[src/rtl/jeff_74x181.sv]
// One 4-bit 74181-style ALU slice, active-high data.
// Carry-in and carry-out are active-high; aeqb is high when f is all ones.
module jeff_74x181 (
  input  logic [3:0] a,
  input  logic [3:0] b,
  input  logic [3:0] s,
  input  logic       m,
  input  logic       ci,
  output logic [3:0] f,
  output logic       co,
  output logic       aeqb
);

  logic [3:0] p;
  logic [3:0] q;
  logic [4:0] sum;

  // The arithmetic result is p + q + ci.
  // Logic mode is the carry-free bitwise view of p and q.
  always_comb begin
    p    = a | ({4{s[0]}} & b) | ({4{s[1]}} & ~b);
    q    = ({4{s[3]}} & a & b) | ({4{s[2]}} & a & ~b);
    sum  = {1'b0, p} + {1'b0, q} + {4'b0000, ci};
    f    = m ? ~(p ^ q) : sum[3:0];
    co   = sum[4];
    aeqb = &f;
  end

endmodule

[src/rtl/alu181_bar_seq.sv]
// Bit-serial-by-slice 74181 ALU with active-low operands and result.
// One 4-bit slice is computed per RUN cycle, rippling carry through a register.
module alu181_bar_seq #(
  parameter int WIDTH = 16
) (
  input  logic             CLK,
  input  logic             RST_BAR,
  input  logic             START,
  input  logic [WIDTH-1:0] A_BAR,
  input  logic [WIDTH-1:0] B_BAR,
  input  logic [3:0]       S,
  input  logic             M,
  input  logic             CI,
  output logic             BUSY,
  output logic             DONE,
  output logic [WIDTH-1:0] F_BAR,
  output logic             CO,
  output logic             AEQB
);

  localparam int SLICES = WIDTH / 4;
  localparam int IW = (SLICES > 1) ? $clog2(SLICES) : 1;
  localparam logic [IW-1:0] LAST = IW'(SLICES - 1);

  typedef enum logic [1:0] {
    IDLE,
    RUN,
    FIN
  } state_t;

  state_t           state;
  logic [WIDTH-1:0] a_q;
  logic [WIDTH-1:0] b_q;
  logic [3:0]       s_q;
  logic             m_q;
  logic             c_q;
  logic [IW-1:0]    idx;
  logic [WIDTH-1:0] f_acc;
  logic             eq_acc;

  logic [3:0]       a_s;
  logic [3:0]       b_s;
  logic [3:0]       f_s;
  logic             co_s;
  logic             eq_s;
  logic [WIDTH-1:0] f_nxt;

  assign a_s = a_q[{idx, 2'b00} +: 4];
  assign b_s = b_q[{idx, 2'b00} +: 4];

  jeff_74x181 u_slice (
    .a    (a_s),
    .b    (b_s),
    .s    (s_q),
    .m    (m_q),
    .ci   (c_q),
    .f    (f_s),
    .co   (co_s),
    .aeqb (eq_s)
  );

  // Full result including the slice being finished this cycle.
  always_comb begin
    f_nxt = f_acc;
    f_nxt[{idx, 2'b00} +: 4] = f_s;
  end

  always_ff @(posedge CLK or negedge RST_BAR) begin
    if (!RST_BAR) begin
      state  <= IDLE;
      a_q    <= '0;
      b_q    <= '0;
      s_q    <= '0;
      m_q    <= 1'b0;
      c_q    <= 1'b0;
      idx    <= '0;
      f_acc  <= '0;
      eq_acc <= 1'b0;
      BUSY   <= 1'b0;
      DONE   <= 1'b0;
      F_BAR  <= '1;
      CO     <= 1'b0;
      AEQB   <= 1'b0;
    end else begin
      unique case (state)
        IDLE: begin
          if (START) begin
            a_q    <= ~A_BAR;
            b_q    <= ~B_BAR;
            s_q    <= S;
            m_q    <= M;
            c_q    <= CI;
            idx    <= '0;
            f_acc  <= '0;
            eq_acc <= 1'b1;
            BUSY   <= 1'b1;
            state  <= RUN;
          end
        end
        RUN: begin
          f_acc  <= f_nxt;
          c_q    <= co_s;
          eq_acc <= eq_acc & eq_s;
          idx    <= idx + 1'b1;
          if (idx == LAST) begin
            F_BAR <= ~f_nxt;
            CO    <= co_s;
            AEQB  <= eq_acc & eq_s;
            DONE  <= 1'b1;
            state <= FIN;
          end
        end
        FIN: begin
          DONE  <= 1'b0;
          BUSY  <= 1'b0;
          state <= IDLE;
        end
        default: state <= IDLE;
      endcase
    end
  end

endmodule

[config.mk]
export PLATFORM = sky130hd
export DESIGN_NAME = alu181_bar_seq
export DESIGN_NICKNAME = d
export VERILOG_FILES = /design/src/rtl/jeff_74x181.sv /design/src/rtl/alu181_bar_seq.sv
export SDC_FILE = /design/constraint.sdc
export NUM_CORES = 1
export LEC_CHECK = 0
export CORE_MARGIN = 2
export CORE_UTILIZATION = 45
export CTS_BUF_LIST = sky130_fd_sc_hd__clkbuf_2
export CTS_CLUSTER_DIAMETER = 80
export CTS_CLUSTER_SIZE = 10
export DETAILED_ROUTE_END_ITERATION = 12
export HOLD_SLACK_MARGIN = 0.05
export PLACE_DENSITY = 0.69
export REMOVE_ABC_BUFFERS = 1
export SKIP_CTS_REPAIR_TIMING = 1
export SLEW_MARGIN = 0
export SYNTH_ARGS = -nofsm -noshare
export SYNTH_HDL_FRONTEND = slang
export SYNTH_SLANG_ARGS = --single-unit
[constraint.sdc]
create_clock -name CLK -period 8.4 [get_ports CLK]
set_input_delay 2.52 -clock CLK [delete_from_list [all_inputs] [get_ports CLK]]
set_output_delay 2.52 -clock CLK [all_outputs]
set_load 0.02 [all_outputs]
# Yosys cells after proc, flatten, opt, wreduce, memory -nomap -nowiden
# Cells that the tools add are included.
[totals]
register_bits = 79
input_bits = 41
out_inout_bits = 20
elab_cells = 70
[classes]
add_sub_neg = 4
eq_ne = 5
shifts = 4
n_mux = 16
bitwise_logic = 16
n_reduce_logical = 11
[ops]
columns = ["operator", "count"]
rows = [
  ["$not A16 Y16", 3],
  ["$pmux W16 S2", 1],
  ["$shiftx A16 B5 Y4", 2],
  ["$and A4 B4 Y4", 6],
  ["$bwmux W16", 1],
  ["$mux W16", 1],
  ["$shift A4 B6 Y16 const A", 1],
  ["$shiftx A4 B6 Y16", 1],
  ["$or A4 B4 Y4", 3],
  ["$reduce_and A2 Y1", 6],
  ["$not A4 Y4", 2],
  ["$pmux W1 S2", 4],
  ["$pmux W2 S2", 2],
  ["$mux W2", 3],
  ["$neg A4 Y6", 1],
  ["$reduce_bool A2 Y1", 3],
  ["$add A4 B4 Y5", 1],
  ["$add A5 B1 Y5", 1],
  ["$eq A2 B2 Y1 const B", 2],
  ["$mux W4", 1],
  ["$ne A2 B2 Y1 const B", 2],
  ["$reduce_and A4 Y1", 1],
  ["$xor A4 B4 Y4", 1],
  ["$mux W1", 3],
  ["other kinds (4)", 4],
]

# Longest topological paths before layout
[depth]
depth_word = 10
mapped_depth = 11
depth_no_buf = 10

# Cells and area by module
# Synthesis repeated with hierarchy kept, for this count alone.
[hier_totals]
hier_cells = 329
area_unflattened_um2 = 3769.9
[by_module_without_submodules]
columns = ["mod", "instances", "cells_each", "area_each_um2", "seq_area_each_um2"]
rows = [
  ["alu181_bar_seq", 1, 290, 3420.8, 1996.9],
  ["jeff_74x181", 1, 39, 349.1, 0.0],
]

# Worst setup path before layout
# Ideal clock, no wire load.
[synth_path]
path_type = "in2reg"
startpoint = "in START"
endpoint = "reg a_q[10]"
arrival_ns = 3.153
setup_slack_ns = 5.114
cell_stages = 4
cell_sequence = "and3_1 -> buf_2 -> clkbuf_1 -> a21oi_1"
[synth_via]
elab_chain_len = 1
[synth_lines]
columns = ["item", "line_no", "source"]
rows = [
  ["start: declaration", "alu181_bar_seq.sv:8", "input logic START,"],
  ["$reduce_and A2 Y1 (no source line)", "--", ""],
  ["end signal: assignment", "alu181_bar_seq.sv:88", "a_q <= ~A_BAR;"],
  ["end: declaration", "alu181_bar_seq.sv:32", "logic [WIDTH-1:0] a_q;"],
]
# Every way passes these cells.
# A chain may end at the register's enable or synchronous reset.

# Final worst setup path
[layout_path]
startpoint = "reg F_BAR[15]"
endpoint = "out F_BAR[15]"
[layout_rtl]
columns = ["item", "line_no", "source"]
rows = [
  ["start: declaration", "alu181_bar_seq.sv:16", "output logic [WIDTH-1:0] F_BAR,"],
  ["start signal: assignment", "alu181_bar_seq.sv:106", "F_BAR <= ~f_nxt;"],
]
# No word-level cell between the ends.

==> summary.md <==
| Metric | Value |
|---|---|
| Outcome | finished clean |
| Final nets | 476 |
| #FFs+latches synth | 79 |
| First-pass GRT wire length | 13000 um |
| Buffers plus inverters on the worst setup path | 1 |
| Worst setup SP type | register |
| Post-Route Skew | 0.0330 ns |
| Row count | 33 |
| EDFF count, synth | 0 |
| Worst setup EP type | output port |
| CP Data Arrival Time | 1.70 ns |
| Top post-synthesis cells by area | dfrtp_1 42%, dfstp_2 11%, nand2_1 5.4% |
| Total Power Consumption | 2.15 mW |
| Port bufs | 60 |
| GRT overflow | 0 |
| Die height | 95.6 um |
| Starting DRT DRC Count | 126 |
| CP max stage cell | clkdlybuf4s50_1 |
| Wire length per cell | 14.7 um |
| Share of cells above drive strength 1 | 0.117 |
| Max VDD drop | 0.290 mV |
| CP cell instances | clkdlybuf4s50_1 |
| Non-Filler Instances | 532 |
| Hold_sp | F_BAR[2]$_DFFE_PN1P_ |
| Share of the synthesized area in the top cell type | 0.417 |
| Library cells used by synthesis | 41 |
| Most frequent cell after synthesis | dfrtp_1 |
| Clock tree buffer depth | 2 |
| DR vias | 2764 |
| Worst slew pin tran | 0.968 ns |
| Pin count of the biggest net entering global routing | 80 |
| Max Cap Viol | 0 |
| IO Pins | 61 |
| N_diodes | 0 |
| Fin Hold WS | 0.487 ns |
| Slew Viols, Final | 0 |
| Worst slack, placed | 4.13 ns |
| Pwr per Cell Area | 470 nW/um2 |
| Final period util | 0.503 |
| Placer congestion estimate | 0.805 |
| RSZ-0062 raised after global routing | no |
| Post-DP HPWL | 5440 um |
| Yosys warnings | 0 |
| Minimum clock period | 4.22 ns |
| Hold Path Stages | 2 |
| Root Buffer | clkbuf_2 |
| P&R area growth vs syn | 21.2% |
| Critical Path Stages | 1 |
| Max-slew headroom | 0.355 |
| Sequential share of the synthesized area | 0.529 |
| Synthesized area | 3780 um2 |
| Starting density of the core | 0.462 |
| Setup tns final | 0 ns |
| Initial antenna violation count | 0 |
| Vias per cell | 5.20 |
| Die ar. | 9140 um2 |
| H-tree levels | 3 |
| Final hold violation count | 0 |
| Pre-antenna DRT Iters | 4 |
| Num CTS Buffers | 9 |
| Die X | 95.6 um |
| Crit path max fanout | 2 |
| Setup slack, reg-to-reg | 4.91 ns |
| DRC viols | 0 |
| CP Launch Point | F_BAR[15]$_DFFE_PN1P_ |
| Core area | 8180 um2 |
| Most frequent cells after synthesis | 63 x dfrtp_1, 54 x nand2_1, 36 x a21oi_1 |
| Hold crit path type | register to register |
| LEAKAGE | 2.01 nW |
| Reg clk slew, reported paths | 0.22 ns |
| Crit path to | F_BAR[15] |
| Number of routed nets with antenna violations | 0 |
| Clk Latency, worst-skew pair | 0.53 ns |
| CTS tree | yes |
| # setup viols final | 0 |
| CP required | 5.88 ns |
| Placed insts | 517 |
| CP max stage delay | 0.59 ns |
| Syn_area_per_cell | 10.3 um2 |
| R2R depth | 9 |
| Async set or reset register ratio after synthesis | 1.00 |
| Vias in the first global route | 2719 |
| Post-Syn Instances | 367 |
| Top FF cell, synth | dfrtp_1 |
| Cell family with most CP delay | buffers and inverters |
| Final setup margin | 4.18 ns |
| Reg2reg start | idx[1]$_DFFE_PN0P_ |
| Total track usage | 0.188 |
| DRT Wirelength | 7800 um |
| Largest area contributor in the netlist | dfrtp_1 |
| Setup CP Type | register to output port |
| Total clock sinks | 79 |
| Worst r2r dst | AEQB$_DFFE_PN0P_ |
| Max Clock Freq | 237 MHz |
## cells in the final DEF (no fill, tap or decap), drive strengths merged, types with 10 or more instances in the layout
| cell type | instances |
|---|---|
| dfrtp | 63 |
| clkdlybuf4s50 | 59 |
| nand2 | 54 |
| a21oi | 36 |
| nor2 | 33 |
| o21ai | 25 |
| inv | 24 |
| a22o | 18 |
| dfstp | 16 |
| o22ai | 12 |
| clkbuf | 11 |
| ha | 10 |
## kinds of logic (layout without fill, tap and decap cells)
logic type	after synthesis	after routing	synth area share
DFF	79	79	0.529
xor gates and xnor gates	3	3	0.00895
AOI/OAI and AO/OA	99	99	0.160
buffers and inverters	40	100	0.0467
muxes	18	18	0.0749
and+or+nand+nor	116	116	0.137
adders and majority gates	12	12	0.0437
## layout make-up
cell class	count	area, um2
Clock buffer	11	55.1
Fill cell	755	3600
Timing Repair Buffer	61	606
Inverter	24	90.1
Clock inverter	4	95.1
Tap cell	105	131
Sequential cell	79	2000
Multi-Input combinational cell	248	1610
## worst min path at each step
| stage | end |
|---|---|
| after floorplan | a_q[11]$_DFFE_PN0P_ |
| after detailed placement | F_BAR[2]$_DFFE_PN1P_ |
| final | F_BAR[2]$_DFFE_PN1P_ |
| after global placement | F_BAR[2]$_DFFE_PN1P_ |
| after CTS | F_BAR[2]$_DFFE_PN1P_ |
| after global routing | F_BAR[5]$_DFFE_PN1P_ |
## power breakdown
| group | switching (mW) | leakage [nW] | internal [mW] |
|---|---|---|---|
| sequential | 0.119 | 0.930 | 0.573 |
| clock | 0.127 | 0.0920 | 0.129 |
| combinational | 0.710 | 0.986 | 0.495 |
## per-layer routing
layer  track usage  part of all wire  vias to the layer above
met3        0.0372             0.048                       11
li1              -                 -                     1383
met1         0.243              0.45                     1303
met5             0                 0                        -
met2         0.315              0.49                       67
met4        0.0643             0.016                        0
## registers in the layout, indices dropped and copies added (netlist names), 2 cells and up
signal  cells
idx         2
b_q        16
f_acc      16
a_q        16
F_BAR      16
s_q         4
state       2
## per-stage QoR
stage,utilization,area (um2)
final,0.560,4580
after global routing,0.560,4580
after global placement,0.542,4430
after floorplan,-,3690
after detailed placement,0.542,4430
after CTS,0.560,4580
(Power assumes the default switching activity.)
